## src/rtl/soc_io_pkg.sv

```systemverilog
// Shared IO-subsystem constants and types for the UART transmit path.
package soc_io_pkg;

    localparam int unsigned UART_DW         = 8;
    localparam int unsigned UART_FIFO_DEPTH = 4;

    // Identifies which hart-side write port a byte came from.
    typedef enum logic {
        SRC_A = 1'b0,
        SRC_B = 1'b1
    } src_t;

endpackage

```

## src/rtl/uart_tx_fifo.sv

```systemverilog
// Small synchronous FIFO for one hart-side UART write port.
// Pushes into a full FIFO and pops from an empty FIFO are ignored.
module uart_tx_fifo
    import soc_io_pkg::*;
#(
    parameter int unsigned DEPTH = UART_FIFO_DEPTH,
    parameter int unsigned DW    = UART_DW,
    localparam int unsigned AW   = $clog2(DEPTH),
    localparam int unsigned CW   = $clog2(DEPTH) + 1
) (
    input  logic          clk_i,
    input  logic          rst_i,
    input  logic          push_i,
    input  logic [DW-1:0] wdata_i,
    input  logic          pop_i,
    output logic [DW-1:0] rdata_o,
    output logic [CW-1:0] count_o,
    output logic          full_o,
    output logic          empty_o
);

    logic [DW-1:0] mem_q [DEPTH];
    logic [AW-1:0] wptr_q, wptr_d;
    logic [AW-1:0] rptr_q, rptr_d;
    logic [CW-1:0] count_q, count_d;
    logic          do_push;
    logic          do_pop;

    // Status comes from the registered count only.
    assign full_o  = (count_q == CW'(DEPTH));
    assign empty_o = (count_q == '0);
    assign count_o = count_q;
    assign rdata_o = mem_q[rptr_q];

    assign do_push = push_i && !full_o;
    assign do_pop  = pop_i && !empty_o;

    // Pointer and occupancy next-state; pointers wrap naturally (DEPTH is a power of two).
    always_comb begin
        wptr_d  = wptr_q;
        rptr_d  = rptr_q;
        count_d = count_q;
        if (do_push) wptr_d = wptr_q + AW'(1);
        if (do_pop)  rptr_d = rptr_q + AW'(1);
        unique case ({do_push, do_pop})
            2'b10:   count_d = count_q + CW'(1);
            2'b01:   count_d = count_q - CW'(1);
            default: count_d = count_q;
        endcase
    end

    // Pointer and count registers.
    always_ff @(posedge clk_i or posedge rst_i) begin
        if (rst_i) begin
            wptr_q  <= '0;
            rptr_q  <= '0;
            count_q <= '0;
        end else begin
            wptr_q  <= wptr_d;
            rptr_q  <= rptr_d;
            count_q <= count_d;
        end
    end

    // Storage array; contents are don't-care until written.
    always_ff @(posedge clk_i) begin
        if (do_push) mem_q[wptr_q] <= wdata_i;
    end

endmodule

```

## src/rtl/uart_tx_arbiter.sv

```systemverilog
// Shares one UART emitter between two hart-side write ports: two per-port FIFOs
// drained round-robin into a registered valid/ready output stage.
module uart_tx_arbiter
    import soc_io_pkg::*;
#(
    parameter int unsigned DEPTH = UART_FIFO_DEPTH,
    parameter int unsigned DW    = UART_DW,
    localparam int unsigned CW   = $clog2(DEPTH) + 1
) (
    input  logic          clk,
    input  logic          reset,
    input  logic          a_valid,
    input  logic [DW-1:0] a_data,
    output logic          a_full,
    output logic          a_ovf,
    input  logic          b_valid,
    input  logic [DW-1:0] b_data,
    output logic          b_full,
    output logic          b_ovf,
    output logic          uart_valid,
    output logic [DW-1:0] uart_data,
    input  logic          uart_ready,
    output logic          idle
);

    logic [DW-1:0] a_rdata, b_rdata;
    logic [CW-1:0] a_count, b_count;
    logic          a_empty, b_empty;
    logic          a_pop, b_pop;
    logic          load;

    logic          out_valid_q, out_valid_d;
    logic [DW-1:0] out_data_q, out_data_d;
    // out_src only changes on a pop, so it doubles as the round-robin last_src state.
    src_t          out_src_q, out_src_d;
    logic          a_ovf_q, a_ovf_d;
    logic          b_ovf_q, b_ovf_d;

    uart_tx_fifo #(
        .DEPTH (DEPTH),
        .DW    (DW)
    ) u_fifo_a (
        .clk_i   (clk),
        .rst_i   (reset),
        .push_i  (a_valid),
        .wdata_i (a_data),
        .pop_i   (a_pop),
        .rdata_o (a_rdata),
        .count_o (a_count),
        .full_o  (a_full),
        .empty_o (a_empty)
    );

    uart_tx_fifo #(
        .DEPTH (DEPTH),
        .DW    (DW)
    ) u_fifo_b (
        .clk_i   (clk),
        .rst_i   (reset),
        .push_i  (b_valid),
        .wdata_i (b_data),
        .pop_i   (b_pop),
        .rdata_o (b_rdata),
        .count_o (b_count),
        .full_o  (b_full),
        .empty_o (b_empty)
    );

    assign load = !out_valid_q || (out_valid_q && uart_ready);

    // Round-robin pick and output-register load; A wins ties when B went last.
    always_comb begin
        out_valid_d = out_valid_q;
        out_data_d  = out_data_q;
        out_src_d   = out_src_q;
        a_pop       = 1'b0;
        b_pop       = 1'b0;
        if (load) begin
            if (!a_empty && (b_empty || out_src_q == SRC_B)) begin
                out_valid_d = 1'b1;
                out_data_d  = a_rdata;
                out_src_d   = SRC_A;
                a_pop       = 1'b1;
            end else if (!b_empty) begin
                out_valid_d = 1'b1;
                out_data_d  = b_rdata;
                out_src_d   = SRC_B;
                b_pop       = 1'b1;
            end else begin
                out_valid_d = 1'b0;
            end
        end
    end

    // Sticky overflow flags: set when a write hits a full FIFO.
    always_comb begin
        a_ovf_d = a_ovf_q | (a_valid & a_full);
        b_ovf_d = b_ovf_q | (b_valid & b_full);
    end

    // Output stage and overflow registers.
    always_ff @(posedge clk or posedge reset) begin
        if (reset) begin
            out_valid_q <= 1'b0;
            out_data_q  <= '0;
            out_src_q   <= SRC_B;
            a_ovf_q     <= 1'b0;
            b_ovf_q     <= 1'b0;
        end else begin
            out_valid_q <= out_valid_d;
            out_data_q  <= out_data_d;
            out_src_q   <= out_src_d;
            a_ovf_q     <= a_ovf_d;
            b_ovf_q     <= b_ovf_d;
        end
    end

    assign uart_valid = out_valid_q;
    assign uart_data  = out_data_q;
    assign a_ovf      = a_ovf_q;
    assign b_ovf      = b_ovf_q;
    assign idle       = !out_valid_q && (a_count == '0) && (b_count == '0);

endmodule

```

## config.mk

```make
export PLATFORM = sky130hd
export DESIGN_NAME = uart_tx_arbiter
export DESIGN_NICKNAME = d
export VERILOG_FILES = /design/src/rtl/soc_io_pkg.sv /design/src/rtl/uart_tx_fifo.sv /design/src/rtl/uart_tx_arbiter.sv
export SDC_FILE = /design/constraint.sdc
export NUM_CORES = 1
export LEC_CHECK = 0
export CAP_MARGIN = 10
export CORE_ASPECT_RATIO = 0.8
export CORE_MARGIN = 2
export CORE_UTILIZATION = 55
export CTS_BUF_LIST = sky130_fd_sc_hd__clkbuf_16
export DETAILED_ROUTE_END_ITERATION = 12
export HOLD_SLACK_MARGIN = 0.12
export PLACE_DENSITY = 0.8
export SLEW_MARGIN = 20
export SYNTH_ARGS = -nofsm -noshare
export SYNTH_HDL_FRONTEND = slang
export SYNTH_SLANG_ARGS = --single-unit
```

## constraint.sdc

```tcl
create_clock -name clk -period 2.9 [get_ports clk]
set_clock_uncertainty 0.15 [all_clocks]
set_input_delay 0.87 -clock clk [delete_from_list [all_inputs] [get_ports clk]]
set_output_delay 0.87 -clock clk [all_outputs]
set_load 0.03 [all_outputs]
```

==> results by group <==
Power
  – Clock share of power: 0.240
  – Pleak: 1.689 nW
  – Sequential share of power: 0.434
  – Maximum VDD drop: 561.5 uV
  – Sw Share: 0.3251
  – Combinational fraction of design power: 0.326
  – Total power: 4.803 mW
  – Int Pwr: 3.242 mW
  – Power density cells: 1070 mW/mm^2
  – NetSw: 1.562 mW

Timing
  – Final worst-path setup slack: 95.18 ps
  – Min Tclk post-route: 2805 ps
  – Period utilization: 0.9672
  – Final Hold Fails: 0
  – Setup TNS Final: 0 ps
  – FMAX: 356.5 MHz
  – Final setup viols: 0
  – Final Max Tran Viols: 0
  – Worst-Margin Slew: 627.0 ps
  – RSZ-0062 raised after global routing: false
  – Rel. slew slack: 0.5820

Setup path
  – CP Max Fanout: 3
  – Critical Path RT: 1880 ps
  – CP arrival: 1780 ps
  – CP Launch Type: flip-flop
  – Crit Path Class: reg2out
  – Crit end category: primary output

Clock network
  – CTS Hold Buffers Added: 0
  – Clock Path Buffers: 2
  – Skew-Pair Late Insertion Delay: 330 ps
  – Num CTS Buffers: 9
  – Clock root buffer: clkbuf_16
  – # H-tree levels: 3
  – CTS tree: yes
  – Setup Fix Bufs, Post-CTS: 0
  – Clk sinks: 90
  – Clock transition at path regs: 60 ps

Synth
  – Syn Std Cell Area: 0.003726 sq mm
  – Yosys top cell area share: 0.5158
  – Yosys warning count: 0
  – Distinct cells, synth: 35
  – Top cell type by total area after synthesis: edfxtp_1
  – Synth Net Count: 241
  – Post-synth ARST share: 0.2889
  – Synth Instances: 208
  – Ys flop type: edfxtp_1
  – EDFF count, synth: 64
  – Flops & latches, synth: 90
  – Syn_area_per_cell: 17.91 sq um
  – Seq/Total Area, Yosys: 0.6907
  – Largest cells by area after synthesis: edfxtp_1 (52%), dfrtp_1 (17%), mux4_2 (9.7%)

Detailed routing
  – DR pass1 iterations: 4
  – Residual DRC: 0
  – Total Routed Length: 6084 um
  – Routed length per instance: 17.69 um
  – DRT iter0 DRCs: 103
  – Antenna-violating nets left: 0
  – Routed vias/inst: 5.352
  – DR vias: 1841

Floorplanning
  – Effective utilization at floorplan: 0.5756
  – DIE AREA: 0.007453 sq mm
  – Die Y: 77.62 um
  – I/O Pins: 35
  – # rows: 26
  – Core Area: 0.006474 sq mm
  – Chip width: 96.03 um

Placed design
  – DP Worst Slack: -124.9 ps
  – Buffers on Ports: 34
  – Detail Placement HPWL: 4238 um
  – Gpl congestion: 0.7730

GRT
  – First-pass GRT wire length: 9756 um
  – Number of global-route vias before repair: 1920
  – Tot GR Track Use: 0.1837
  – Grt ovf: 0
  – Initial antenna violation count: 0
  – Largest net degree at the start of global routing: 27

Run status
  – Outcome: complete, no violations

Layout
  – Layout cells sized above 1: 0.2038
  – Fillcell total: 426
  – Antenna diode count: 0
  – NumNets Final: 288
  – Area grow syn2layout: 20.48%

Worst hold path
  – Hold/Removal Path Class: reg2reg

Flow run
  – Max-cap viol count: 0
==> repair_timing <==
action / 4_1_cts / 5_1_grt
resized for setup: 1 / 0
endpoints found under the hold margin: 0 / 0
endpoints found under the setup margin: 1 / 0
==> cell usage after synthesis (2+ instances only) <==
cell and instances:
and3_1 2, and2_1 8, a21o_1 2, edfxtp_1 64, xnor2_1 5, inv_1 14
nor2_1 11, buf_6 2, ha_1 10, dfrtp_1 25, mux2i_1 10, a21oi_1 8
buf_2 2, mux4_2 16, xor2_1 7, fa_1 2, nor2b_2 2
==> cell usage in the layout, fill, tap and decap left out, types with 2 or more instances in the layout <==
cell,synthesis,final
edfxtp_1,64,64
dfrtp_1,25,25
a21oi_1,8,8
ha_1,10,10
inv_1,14,15
mux2i_1,10,10
clkbuf_16,0,9
clkinvlp_4,0,2
buf_4,1,8
and3_1,2,2
xnor2_1,5,5
mux4_2,16,16
nor2b_2,2,2
xor2_1,7,7
nor2_1,11,11
a21o_1,2,2
clkdlybuf4s50_1,0,33
and2_1,8,8
fa_1,2,2
==> registers in the layout (all words and copies together), names as in the netlist <==
register	cells
u_fifo_a.mem_q	32
u_fifo_b.wptr_q	2
u_fifo_b.rptr_q	2
u_fifo_a.wptr_q	2
out_src_q	1
u_fifo_a.count_o	3
u_fifo_b.count_o	3
uart_data	8
a_ovf	1
uart_valid	1
b_ovf	1
u_fifo_b.mem_q	32
u_fifo_a.rptr_q	2
==> logic make-up (layout without fill, tap and decap cells) <==
logic type	Yosys count	after routing	synth area share
AOI/OAI and AO/OA	14	14	0.02787
and+or+nand+nor	32	32	0.05339
adders and majority gates	12	12	0.04433
buffers and inverters	20	72	0.02586
DFF	90	90	0.6907
muxes	28	28	0.1296
xor gates and xnor gates	12	12	0.02821
==> power by group through the flow <==
| stage | Sequential [mW] | Combinational (mW) | Clock [mW] |
|---|---|---|---|
| floorplan | 2.07 | 1.13 | 0 |
| CTS | 2.09 | 1.59 | 1.17 |
| finish | 2.08 | 1.57 | 1.15 |
| detailed placement | 2.11 | 1.59 | 0 |
| global route | 2.13 | 1.71 | 1.23 |
| global placement | 2.09 | 1.53 | 0 |
==> per-stage QoR <==
| step | std cells | instance area, sq um | util | hold slack, ps |
|---|---|---|---|---|
| after global routing | 344 | 4489 | 0.6935 | 322.7 |
| after detailed placement | 328 | 4188 | 0.6469 | 297.5 |
| final | 344 | 4489 | 0.6935 | 313.0 |
| after global placement | 328 | 4188 | 0.6469 | 289.4 |
| after CTS | 344 | 4489 | 0.6935 | 315.6 |
| after floorplan | 208 | 3726 | - | 327.9 |
==> layout make-up <==
cell class	instances	area [sq um]	area share
clock buffers	9	225.2	0.05017
clock inverters	7	77.57	0.01728
inverters	14	52.55	0.01171
multi-input cells	98	1056	0.2352
flip-flops and latches	90	2574	0.5733
well taps	84	105.1	0.02341
repair buffers	42	399.1	0.08891
==> layer usage <==
layer,global-route usage,vias to the layer above,routed length (um)
met3,0.06990,6,295
met4,0.05714,0,87
li1,-,860,-
met1,0.2533,931,2829
met5,0,-,0
met2,0.2729,44,2872
==> path summary, 6_finish.rpt <==
path / startpoint / end / slack [ps] / cells past startpoint
min in group asynchronous: reset / uart_valid / 740 / 3
min: a_ovf / a_ovf / 310 / 1
min reg2reg: a_ovf / a_ovf / 310 / 1
max reg2reg: u_fifo_a.count_o[0] / u_fifo_b.count_o[2] / 530 / 8
max in group asynchronous: reset / out_src_q / 1560 / 3
max: u_fifo_b.count_o[1] / b_full / 100 / 3
==> critical path, cell delays in order, from the launching register on <==
cell             delay (ps)
dfrtp_1                 410
inv_1                   120
and3_1                  230
clkdlybuf4s50_1         690
No activity file was read; power rests on OpenSTA's default activity.
